==> config.mk <==
export PLATFORM = sky130hd
export DESIGN_NAME = decode_stage
export DESIGN_NICKNAME = d
export VERILOG_FILES = /design/src/rtl/decode_stage.sv
export SDC_FILE = /design/constraint.sdc
export NUM_CORES = 1
export LEC_CHECK = 0
export BUFFER_PORTS_ARGS = -buffer_cell sky130_fd_sc_hd__buf_4
export CORE_UTILIZATION = 55
export CTS_CLUSTER_DIAMETER = 150
export DETAILED_ROUTE_END_ITERATION = 10
export GPL_TIMING_DRIVEN = 1
export PLACE_DENSITY = 0.8
export SYNTH_ARGS = -nofsm -noshare
export SYNTH_HDL_FRONTEND = slang
export SYNTH_SLANG_ARGS = --single-unit
==> constraint.sdc <==
create_clock -name clk -period 7.05 [get_ports clk]
set_input_delay 0.705 -clock clk [delete_from_list [all_inputs] [get_ports clk]]
set_output_delay 0.705 -clock clk [all_outputs]
set_load 0.005 [all_outputs]
==> src/rtl/decode_stage.sv <==
// Registered RV32I/RV64I decode stage between fetch and execute, with an optional skid entry
// that decouples in_ready from out_ready.
module decode_stage #(
    parameter int unsigned XLEN     = 32,
    parameter bit          ENABLE_M = 1'b0,
    parameter bit          SKID     = 1'b1
) (
    input  logic            clk,
    input  logic            rst,
    input  logic            flush,
    input  logic            in_valid,
    output logic            in_ready,
    input  logic [31:0]     in_inst,
    input  logic [XLEN-1:0] in_pc,
    output logic            out_valid,
    input  logic            out_ready,
    output logic [XLEN-1:0] out_pc,
    output logic [4:0]      out_rd,
    output logic [4:0]      out_rs1,
    output logic [4:0]      out_rs2,
    output logic [2:0]      out_funct3,
    output logic [6:0]      out_funct7,
    output logic [6:0]      out_opcode,
    output logic [2:0]      out_fmt,
    output logic [XLEN-1:0] out_imm,
    output logic            out_rd_we,
    output logic            out_illegal
);

    typedef enum logic [2:0] {
        FmtR    = 3'd0,
        FmtI    = 3'd1,
        FmtS    = 3'd2,
        FmtB    = 3'd3,
        FmtU    = 3'd4,
        FmtJ    = 3'd5,
        FmtNone = 3'd7
    } fmt_e;

    typedef enum logic [1:0] {
        StEmpty,
        StOne,
        StFull
    } state_e;

    typedef struct packed {
        logic [XLEN-1:0] pc;
        logic [4:0]      rd;
        logic [4:0]      rs1;
        logic [4:0]      rs2;
        logic [2:0]      funct3;
        logic [6:0]      funct7;
        logic [6:0]      opcode;
        logic [2:0]      fmt;
        logic [XLEN-1:0] imm;
        logic            rd_we;
        logic            illegal;
    } bundle_t;

    fmt_e        fmt;
    logic [31:0] imm32;
    logic        illegal;
    bundle_t     dec;

    always_comb begin
        fmt = FmtNone;
        case (in_inst[6:0])
            7'h33:                             fmt = FmtR;
            7'h3B:                             fmt = (XLEN == 64) ? FmtR : FmtNone;
            7'h13, 7'h03, 7'h67, 7'h73, 7'h0F: fmt = FmtI;
            7'h1B:                             fmt = (XLEN == 64) ? FmtI : FmtNone;
            7'h23:                             fmt = FmtS;
            7'h63:                             fmt = FmtB;
            7'h37, 7'h17:                      fmt = FmtU;
            7'h6F:                             fmt = FmtJ;
            default:                           fmt = FmtNone;
        endcase

        illegal = (fmt == FmtNone) || (in_inst[1:0] != 2'b11) ||
                  (in_inst == 32'h0000_0000) || (in_inst == 32'hFFFF_FFFF);
        if (fmt == FmtR) begin
            case (in_inst[31:25])
                7'h00:   ;
                7'h20:   if (!(in_inst[14:12] == 3'd0 || in_inst[14:12] == 3'd5)) illegal = 1'b1;
                7'h01:   if (!ENABLE_M) illegal = 1'b1;
                default: illegal = 1'b1;
            endcase
        end
        // funct3 2 and 3 are unassigned branch encodings
        if (fmt == FmtB && in_inst[14:13] == 2'b01) illegal = 1'b1;

        case (fmt)
            FmtI:    imm32 = {{20{in_inst[31]}}, in_inst[31:20]};
            FmtS:    imm32 = {{20{in_inst[31]}}, in_inst[31:25], in_inst[11:7]};
            FmtB:    imm32 = {{19{in_inst[31]}}, in_inst[31], in_inst[7], in_inst[30:25],
                              in_inst[11:8], 1'b0};
            FmtU:    imm32 = {in_inst[31:12], 12'b0};
            FmtJ:    imm32 = {{11{in_inst[31]}}, in_inst[31], in_inst[19:12], in_inst[20],
                              in_inst[30:21], 1'b0};
            default: imm32 = 32'b0;
        endcase

        dec         = '0;
        dec.pc      = in_pc;
        dec.rd      = in_inst[11:7];
        dec.rs1     = in_inst[19:15];
        dec.rs2     = in_inst[24:20];
        dec.funct3  = in_inst[14:12];
        dec.funct7  = in_inst[31:25];
        dec.opcode  = in_inst[6:0];
        dec.illegal = illegal;
        dec.fmt     = illegal ? FmtNone : fmt;
        dec.imm     = illegal ? '0 : XLEN'($signed(imm32));
        dec.rd_we   = !illegal && (fmt inside {FmtR, FmtI, FmtU, FmtJ}) &&
                      (in_inst[11:7] != 5'd0) && (in_inst[6:0] != 7'h0F);
    end

    state_e  state_q;
    bundle_t out_q;
    bundle_t skid_q;
    logic    accept;

    assign out_valid = (state_q != StEmpty);
    // Without a skid entry the stage can only refill when the held bundle is leaving.
    assign in_ready  = SKID ? (state_q != StFull) : (state_q == StEmpty || out_ready);
    assign accept    = in_valid && in_ready;

    always_ff @(posedge clk) begin
        if (rst) begin
            state_q <= StEmpty;
            out_q   <= '0;
            skid_q  <= '0;
        end else if (flush) begin
            state_q <= StEmpty;
        end else begin
            case (state_q)
                StEmpty: begin
                    if (accept) begin
                        out_q   <= dec;
                        state_q <= StOne;
                    end
                end
                StOne: begin
                    if (out_ready) begin
                        if (accept) out_q <= dec;
                        else        state_q <= StEmpty;
                    end else if (accept) begin
                        skid_q  <= dec;
                        state_q <= StFull;
                    end
                end
                StFull: begin
                    if (out_ready) begin
                        out_q   <= skid_q;
                        state_q <= StOne;
                    end
                end
                default: state_q <= StEmpty;
            endcase
        end
    end

    assign out_pc      = out_q.pc;
    assign out_rd      = out_q.rd;
    assign out_rs1     = out_q.rs1;
    assign out_rs2     = out_q.rs2;
    assign out_funct3  = out_q.funct3;
    assign out_funct7  = out_q.funct7;
    assign out_opcode  = out_q.opcode;
    assign out_fmt     = out_q.fmt;
    assign out_imm     = out_q.imm;
    assign out_rd_we   = out_q.rd_we;
    assign out_illegal = out_q.illegal;

endmodule
==> results.json <==
{
  "status": "finished, final reports clean",
  "first_global_vias": 7253,
  "cellLeakagePower_uw": 0.00421,
  "yosys_register_bits": 204,
  "finalHoldViolCount": 0,
  "synth_top_area_share": 0.474,
  "fin_ws_ps": 3260,
  "finalCritPeriodShare": 0.538,
  "nets": 1237,
  "cts_made_buffers": 21,
  "crit_chain": "buf_4, nand4bb_1, nor3_1, inv_1, ha_1, nand2_1, o21ai_0, nor4_4, nor3b_4, a22o_1",
  "antenna_cells": 0,
  "fin_skew_ps": 8.19,
  "drive_gt1_frac": 0.195,
  "rsz0062_at_grt": "false",
  "antenna_found_initial": 0,
  "cts_tree": "done",
  "drcViolationCount": 0,
  "cp-end-kind": "flop",
  "die_area_um2": 16200,
  "cts_resized": 0,
  "critPathLaunchType": "primary input",
  "maxSlewViolCount": 0,
  "synth_area_um2": 8620,
  "holdCritStartpoint": "out_ready",
  "via_per_inst": 5.86,
  "cts-root-buf": "clkbuf_16",
  "slowest_delay_ps": 890,
  "setup_tns_ps": 0,
  "ys_types": 59,
  "cp-startpoint": "in_inst[3]",
  "max_slew_margin": 0.228,
  "rows": 45,
  "path_buf_inv": 2,
  "total_power_uw": 2520,
  "p_sw_uw": 603,
  "synth_area_leaders": "dfxtp_1 (47%), nand2_1 (12%), a311oi_1 (6.6%)",
  "synthFlopType": "dfxtp_1",
  "grt_max_degree": 144,
  "place_area_um2": 9890,
  "cp_max_fo": 24,
  "r2r-start": "state_q[1]",
  "die_w_um": 127,
  "pre_cts_ws_ps": 2820,
  "port_buffers": 171,
  "postCtsSetupRepairBufs": 0,
  "switching_share": 0.239,
  "p_int_uw": 1920,
  "clock.fmax_mhz": 264,
  "path_class": "in -> reg",
  "design_area_um2": 10500,
  "syn_nets": 1128,
  "dr.pass1.iters": 5,
  "clk_latency_ps": 490,
  "yosysWarnings": 0,
  "dp_hpwl_mm": 15.0,
  "min_period_ps": 3790,
  "fillers": 1272,
  "min_path_type": "in -> reg",
  "multi_input_area_um2": 4130,
  "htreeDepth": 1,
  "p_seq_frac": 0.486,
  "clkSinkCount": 204,
  "die_y_um": 127,
  "tightest_slew_ps": 1160,
  "grt_pass1_wl_mm": 37.4,
  "crit_required_ps": 7470,
  "synth_edf_count": 0,
  "layout.area.seq_um2": 4080,
  "pwr-share-comb": 0.109,
  "power_frac_clock": 0.405,
  "hold_buffers": 0,
  "crit_family": "simple AND/OR/NAND/NOR gates",
  "gp_congestion": 0.906,
  "syn_inst": 1058,
  "arrival_ps": 4210,
  "final_common_cell": "nand2_1",
  "peakVddDrop_uv": 211,
  "grtUsageTotal": 0.284,
  "synth_top_area_cell": "dfxtp_1",
  "vias": 8128,
  "io_pins": 172,
  "grt_overflow": 0,
  "syn_area_per_cell_um2": 8.14,
  "cts_buffer_depth": 3,
  "core_area_um2": 15300,
  "synth_seq_area_share": 0.474,
  "drv_cap": 0,
  "drt_wl_total_mm": 23.5,
  "routedWlPerCell_um": 17.0,
  "clkTransAtPathRegs_ps": 60,
  "layout_common_cells": "nand2_1 (268), dfxtp_1 (204), buf_4 (182), nor2_1 (113), a21oi_1 (90)",
  "dr.first_iter.drc_count": 742,
  "ant_nets": 0,
  "area_delta_synth_final_pct": 22.0,
  "pwr_density_cell_nw_per_um2": 240,
  "synthArstFlopShare": 0,
  "setup_viol": 0,
  "start_util": 0.565,
  "crit_slowest_cell": "nor3b_4"
}
layout make-up:
class	count	share of cell area
inverters	7	0.00250
clock buffers	31	0.0583
flip-flops and latches	204	0.388
repair buffers	183	0.132
multi-input cells	750	0.393
clock inverters	2	0.000952
well taps	211	0.0251
worst register-to-register path, delay by kind of cell (launching register included):
family,cells,cell delay [ps]
AO/OA/AOI/OAI,3,470
buffers and inverters,1,510
flip-flops,1,350
AND/OR/NAND/NOR,4,1540
per-stage QoR:
stage          utilization  cells  hold slack (ps)
2_1_floorplan            -   1058              432
3_3_place_gp         0.648   1355              439
3_5_place_dp         0.648   1355              447
4_1_cts              0.689   1388              408
5_1_grt              0.689   1388              423
6_report             0.689   1388              421
cells in the mapped netlist, types with 2 or more instances:
master	n
a2111oi_0	3
a211oi_1	29
a21o_1	22
a21oi_1	90
a22o_1	30
a22oi_1	2
a311oi_1	65
a32o_1	5
a32oi_1	24
and3_1	9
buf_1	6
buf_2	9
buf_4	3
buf_6	2
clkbuf_1	76
dfxtp_1	204
inv_1	6
nand2_1	268
nand2b_1	4
nand3_1	7
nand3b_1	2
nand4_1	7
nor2_1	114
nor2b_1	4
nor3_1	10
nor4_1	5
o21ai_0	10
o22ai_1	6
or2_2	4
or3_1	3
power groups by stage:
| stage | sequential, uW | clock (uW) | combinational [uW] |
|---|---|---|---|
| after detailed placement | 1250 | 0 | 275 |
| after floorplan | 1250 | 0 | 131 |
| final | 1220 | 1020 | 276 |
| after global placement | 1250 | 0 | 272 |
| after global routing | 1230 | 1080 | 303 |
| after CTS | 1220 | 1030 | 276 |
cells by family (layout without fill, tap and decap cells):
logic type / Yosys count / after routing / share of synthesized area
xor+xnor: 2 / 2 / 0.00203
compound gates: 297 / 297 / 0.252
flops: 204 / 204 / 0.474
buf+inv: 104 / 223 / 0.0498
fa+ha+maj: 1 / 1 / 0.00145
simple gates: 450 / 450 / 0.220
worst paths after layout:
kind	end	slack, ps	depth (start not counted)
max	skid_q[6]	3260	10
min	state_q[1]	420	2
max reg2reg	out_imm[31]	4150	8
min reg2reg	skid_q[84]	450	2
routing by layer:
layer,routed length (um),global-route usage,up-vias
met3,1460,0.0352,41
met2,10800,0.436,267
met1,10700,0.416,3839
met5,0,0,-
li1,-,-,3981
met4,580,0.0903,0
registers in the layout, indices dropped and copies added (netlist names):
signal,cells
out_pc,32
state_q,2
skid_q,101
out_imm,32
out_rs2,5
out_rs1,5
out_funct3,3
out_opcode,7
out_rd,5
out_rd_we,1
out_fmt,3
out_funct7,7
out_illegal,1
Note: power is estimated with default switching activity, not from simulation.
